### config.mk
export PLATFORM = sky130hd
export DESIGN_NAME = flag_ctrl
export DESIGN_NICKNAME = d
export VERILOG_FILES = /design/src/rtl/flag_ctrl_pkg.sv /design/src/rtl/flag_ctrl_cond_eval.sv /design/src/rtl/flag_ctrl.sv
export SDC_FILE = /design/constraint.sdc
export NUM_CORES = 1
export LEC_CHECK = 0
export BUFFER_PORTS_ARGS = -buffer_cell sky130_fd_sc_hd__buf_2
export CAP_MARGIN = 10
export CORE_MARGIN = 2
export CORE_UTILIZATION = 25
export CTS_CLUSTER_DIAMETER = 40
export DETAILED_ROUTE_END_ITERATION = 6
export GPL_ROUTABILITY_DRIVEN = 0
export PLACE_DENSITY = 0.54
export SLEW_MARGIN = 20
export SYNTH_ARGS = -nofsm -noshare
export SYNTH_HDL_FRONTEND = slang
export SYNTH_SLANG_ARGS = --single-unit
### constraint.sdc
create_clock -name clk -period 2.6 [get_ports clk]
set_input_delay 0.13 -clock clk [delete_from_list [all_inputs] [get_ports clk]]
set_output_delay 0.13 -clock clk [all_outputs]
set_load 0.01 [all_outputs]
### src/rtl/flag_ctrl_pkg.sv
// Shared encodings for the flag controller: ops, branch conditions, FSM states, flag bit indices.
// Used by flag_ctrl and flag_cond_eval; the optional shadow is controlled by FLAG_SHADOW_EN in flag_ctrl.
package flag_ctrl_pkg;

    typedef enum logic [2:0] {
        OP_NOP     = 3'd0,
        OP_CLR     = 3'd1,
        OP_TST     = 3'd2,
        OP_SAVE    = 3'd3,
        OP_RESTORE = 3'd4
    } op_e;

    typedef enum logic [2:0] {
        CC_ALWAYS = 3'd0,
        CC_C      = 3'd1,
        CC_NC     = 3'd2,
        CC_Z      = 3'd3,
        CC_NZ     = 3'd4,
        CC_B      = 3'd5,
        CC_NB     = 3'd6,
        CC_NEVER  = 3'd7
    } cond_e;

    typedef enum logic {
        ST_IDLE = 1'b0,
        ST_EVAL = 1'b1
    } state_e;

    localparam int FLAG_C = 2;
    localparam int FLAG_Z = 1;
    localparam int FLAG_B = 0;

endpackage

### src/rtl/flag_ctrl_cond_eval.sv
// Combinational branch-condition decoder: maps a condition code and the {C,Z,B} flags to take/not-take.
module flag_cond_eval
    import flag_ctrl_pkg::*;
#(
    parameter int COND_W = 3
) (
    input  logic [COND_W-1:0] cond_i,
    input  logic [2:0]        flags_i,
    output logic              take_o
);

    always_comb begin
        take_o = 1'b0;
        // codes beyond the defined set (wide COND_W) never take
        case (cond_i)
            COND_W'(CC_ALWAYS): take_o = 1'b1;
            COND_W'(CC_C):      take_o = flags_i[FLAG_C];
            COND_W'(CC_NC):     take_o = ~flags_i[FLAG_C];
            COND_W'(CC_Z):      take_o = flags_i[FLAG_Z];
            COND_W'(CC_NZ):     take_o = ~flags_i[FLAG_Z];
            COND_W'(CC_B):      take_o = flags_i[FLAG_B];
            COND_W'(CC_NB):     take_o = ~flags_i[FLAG_B];
            default:            take_o = 1'b0;
        endcase
    end

endmodule

### src/rtl/flag_ctrl.sv
// Flag-register controller: ALU updates, CLR, and a two-state TST pipeline feeding an external flag register.
// Define FLAG_SHADOW_EN to add the one-entry SAVE/RESTORE shadow with sticky overflow.
//
//   state   | meaning
//   --------+-------------------------------------------------------------
//   ST_IDLE | ops accepted; TST latches cond and moves to ST_EVAL
//   ST_EVAL | busy; evaluate latched cond on current flags, ops dropped
module flag_ctrl
    import flag_ctrl_pkg::*;
#(
    parameter int COND_W = 3
) (
    input  logic              clk,
    input  logic              rst,
    input  logic              alu_valid,
    input  logic              alu_c,
    input  logic              alu_z,
    input  logic              alu_b,
    input  logic [2:0]        upd_mask,
    input  logic [2:0]        op,
    input  logic [COND_W-1:0] cond,
    input  logic              flag_c,
    input  logic              flag_z,
    input  logic              flag_b,
    output logic              flag_c_in,
    output logic              flag_z_in,
    output logic              flag_b_in,
    output logic              flag_rst,
    output logic              busy,
    output logic              branch_valid,
    output logic              branch_take,
    output logic              shadow_ovf
);

    state_e              state_q, state_d;
    logic [COND_W-1:0]   cond_q, cond_d;
    logic                bv_q, bv_d;
    logic                bt_q, bt_d;
    logic [2:0]          flags_cur, flags_nxt, alu_bits;
    logic                accept, take, restore_hit;
    logic [2:0]          shadow_flags;

    assign flags_cur = {flag_c, flag_z, flag_b};
    assign alu_bits  = {alu_c, alu_z, alu_b};
    assign accept    = (state_q == ST_IDLE);

    flag_cond_eval #(.COND_W(COND_W)) u_cond_eval (
        .cond_i  (cond_q),
        .flags_i (flags_cur),
        .take_o  (take)
    );

`ifdef FLAG_SHADOW_EN
    logic [2:0] shadow_q, shadow_d;
    logic       sv_q, sv_d;
    logic       ovf_q, ovf_d;

    always_comb begin
        shadow_d = shadow_q;
        sv_d     = sv_q;
        ovf_d    = ovf_q;
        if (accept && (op == OP_SAVE)) begin
            shadow_d = flags_cur;
            sv_d     = 1'b1;
            ovf_d    = ovf_q | sv_q;
        end else if (accept && (op == OP_RESTORE) && sv_q) begin
            sv_d = 1'b0;
        end
    end

    always_ff @(posedge clk) begin
        if (rst) begin
            shadow_q <= 3'b000;
            sv_q     <= 1'b0;
            ovf_q    <= 1'b0;
        end else begin
            shadow_q <= shadow_d;
            sv_q     <= sv_d;
            ovf_q    <= ovf_d;
        end
    end

    assign restore_hit  = accept && (op == OP_RESTORE) && sv_q;
    assign shadow_flags = shadow_q;
    assign shadow_ovf   = ovf_q;
`else
    assign restore_hit  = 1'b0;
    assign shadow_flags = 3'b000;
    assign shadow_ovf   = 1'b0;
`endif

    always_comb begin
        state_d   = state_q;
        cond_d    = cond_q;
        bv_d      = 1'b0;
        bt_d      = 1'b0;
        flag_rst  = rst;
        flags_nxt = flags_cur;

        case (state_q)
            ST_IDLE: begin
                if (op == OP_TST) begin
                    state_d = ST_EVAL;
                    cond_d  = cond;
                end
            end
            ST_EVAL: begin
                state_d = ST_IDLE;
                bv_d    = 1'b1;
                bt_d    = take;
            end
            default: state_d = ST_IDLE;
        endcase

        if (accept && (op == OP_CLR))
            flag_rst = 1'b1;

        if (flag_rst) begin
            flags_nxt = 3'b000;
        end else if (restore_hit) begin
            flags_nxt = shadow_flags;
        end else if (alu_valid) begin
            for (int i = 0; i < 3; i++)
                if (upd_mask[i]) flags_nxt[i] = alu_bits[i];
        end
    end

    always_ff @(posedge clk) begin
        if (rst) begin
            state_q <= ST_IDLE;
            cond_q  <= '0;
            bv_q    <= 1'b0;
            bt_q    <= 1'b0;
        end else begin
            state_q <= state_d;
            cond_q  <= cond_d;
            bv_q    <= bv_d;
            bt_q    <= bt_d;
        end
    end

    assign flag_c_in    = flags_nxt[FLAG_C];
    assign flag_z_in    = flags_nxt[FLAG_Z];
    assign flag_b_in    = flags_nxt[FLAG_B];
    assign busy         = (state_q == ST_EVAL);
    assign branch_valid = bv_q;
    assign branch_take  = bt_q;

endmodule

==> reports/metrics.csv <==
metric,value,unit
drive_gt1_frac,0.463,
cell_area_after_synthesis,350,um2
boundaryPins,26,
starting_density,0.269,
worstPathArrival,1.29,ns
route.final.wire_length,786,um
nNetsFinal,87,
cpLargestDelayFamily,flip-flops,
wl_met3,66,um
flow.area_growth_from_synthesis,43.9,%
r2r.worst_path.cells,4,
placement.setup.worst_slack,1.44,ns
cts_buffers,3,
cap_violations,0,
reg_to_reg_end,branch_take$_SDFF_PP0_,
number_of_global_route_vias_before_repair,338,
synthesis.area_per_instance,8.54,um2
clk-insertion-delay-late,0.24,ns
regToRegSetupSlack,1.45,ns
whs_path_depth,2,
yosys_top_cell_area_share,0.343,
antennaDiodeCount,0,
htree_num_levels,1,
routed_via_density,4.39,
tritoncts,yes,
cts-root-to-sink-buffers,2,
timing.critical_path.cells,nor4b_1 > or2_2 > a21oi_1 > buf_2,
post-place-cells,79,
synth_cells,41,
fin_total_pwr,222,uW
row_count,13,
dpl_cell_area,482,um2
hold_end,branch_take$_SDFF_PP0_,
grt_max_degree,7,
crit_path_max_delay_cell_type,dfxtp_1,
netlist_top_cells_count,"6 x dfxtp_1, 6 x nand2_1, 4 x mux2i_1, 4 x nand3_1, 4 x nor2_1",
grt.total_usage,0.104,
drt-initial-drc-count,4,
cts_root_buffer,clkbuf_4,
post-cts-setup-buffers,0,
crit-reg2reg-launch,busy$_SDFF_PP0_,
worst_hold_margin,0.105,ns
post-route-worst-setup-slack,1.18,ns
number_of_buffers_added_to_fix_hold_violations_after_cts,0,
die_area,1720,um2
wl_met1,356,um
static-leakage-power,0.245,nW
timing.final.setup_violations,0,
synth_async_sr_flop_share,0,
crit_type,register to primary output,
cts.repair.resized,0,
post-route-min-period,1.42,ns
fin_worst_skew,0.00249,ns
critical_path_peak_fanout,4,
yosys_register_bits,6,
tns,0,ns
drt-wirelength-per-cell,9.59,um
timing.final.hold_violations,0,
critical_path_required,2.47,ns
cp-start-kind,register,
num_vias,360,
status,completed,
yosysWarnings,0,
postRouteAntennaNets,0,
post-route-cell-area,504,um2
worst_setup_path_end_kind,primary output,
seq_area_frac_synth,0.343,
globalRoute.totalOverflow,0,
die_w,41.4,um
grt_pass1_wl,1380,um
synth_enable_flop_cells,0,
power.density_cell_area,441,nW/um2
cell_type_with_the_largest_total_area_after_synthesis,dfxtp_1,
synth_top_cells_by_area,"dfxtp_1 34%, mux2i_1 11%, nor4b_4 6.8%, nand2_1 6.4%, nand3_1 5.7%",
hpwl_after_detailed_placement,651,um
worstHoldStart,flag_z,
critical_path_buf_inv_count,1,
max-vdd-ir-drop,0.202,mV
core-area,1300,um2
drc,0,
die_y,41.4,um
synth_ff_type,dfxtp_1,
final-instance-count-excl-fill,82,
maxSlewViolCount,0,
holdCritPathClass,input port to register,
post-route-util,0.388,
drt_first_pass_iters,3,
portBuffers,24,
post-route-period-util,0.545,
yosys.cell_types.count,19,
clkTransAtPathRegs,0.04,ns
highest_layer,met4,
rsz_0062_raised_after_global_routing,false,
crit_path_max_incr_delay,0.40,ns
syn-num-nets,59,
met2_wirelength,353,um
number_of_antenna_violations_at_the_first_check_in_global_routing,0,
tritoncts_num_sinks,6,
max_freq,705,MHz
[power breakdown]
| group | total (mW) | internal (mW) | switching, mW | leakage, nW |
|---|---|---|---|---|
| combinational | 0.0420 | 0.0223 | 0.0196 | 0.183 |
| sequential | 0.0971 | 0.0948 | 0.00235 | 0.0487 |
| clock | 0.0833 | 0.0521 | 0.0313 | 0.0138 |
[routing by layer]
| metal | track usage | up-vias |
|---|---|---|
| met3 | 0.0217 | 2 |
| met2 | 0.153 | 15 |
| li1 | - | 196 |
| met4 | 0.0968 | 0 |
| met5 | 0 | - |
| met1 | 0.122 | 147 |
[worst max path at each step]
stage / cells after the start / slack [ns] / endpoint / from
floorplan: 3 / 1.43 / flag_b_in / busy$_SDFF_PP0_
global placement: 4 / 1.45 / flag_b_in / busy$_SDFF_PP0_
detailed placement: 4 / 1.44 / flag_b_in / busy$_SDFF_PP0_
CTS: 4 / 1.16 / flag_b_in / busy$_SDFF_PP0_
global route: 4 / 1.06 / flag_c_in / busy$_SDFF_PP0_
finish: 4 / 1.18 / flag_b_in / busy$_SDFF_PP0_
[area by class of cell]
type	instances	area [um2]
Fill cell	152	797
Sequential cell	6	120
Clock buffer	3	22.5
Tap cell	15	18.8
Timing Repair Buffer	24	120
Multi-Input combinational cell	34	223
[cells in the final DEF, fill, tap and decap left out]
cell type | Yosys | layout
a21oi_1 | 3 | 3
nor4b_4 | 1 | 1
o31a_1 | 1 | 1
and2b_1 | 1 | 1
nor4b_1 | 1 | 1
dfxtp_1 | 6 | 6
nand3_1 | 4 | 4
mux2i_1 | 4 | 4
or2_2 | 1 | 1
clkbuf_4 | 0 | 3
nor3b_1 | 1 | 1
and2b_2 | 1 | 1
nand2b_1 | 2 | 2
conb_1 | 1 | 1
a31oi_1 | 1 | 1
a21boi_0 | 1 | 1
nor2_1 | 4 | 4
buf_2 | 0 | 24
nand2_1 | 6 | 6
nand2b_2 | 1 | 1
[flip-flops by register name, summed over array words and instances (netlist names)]
signal	count
cond_q	3
branch_take	1
busy	1
branch_valid	1
[cell families (layout without fill, tap and decap cells)]
family	Yosys count	count (layout)	synth area share
compound gates	6	6	0.107
mux	4	4	0.114
other cells	1	1	0.0107
buf+inv	1	27	0.0214
flops	6	6	0.343
simple gates	23	23	0.404
(Power assumes the default switching activity.)
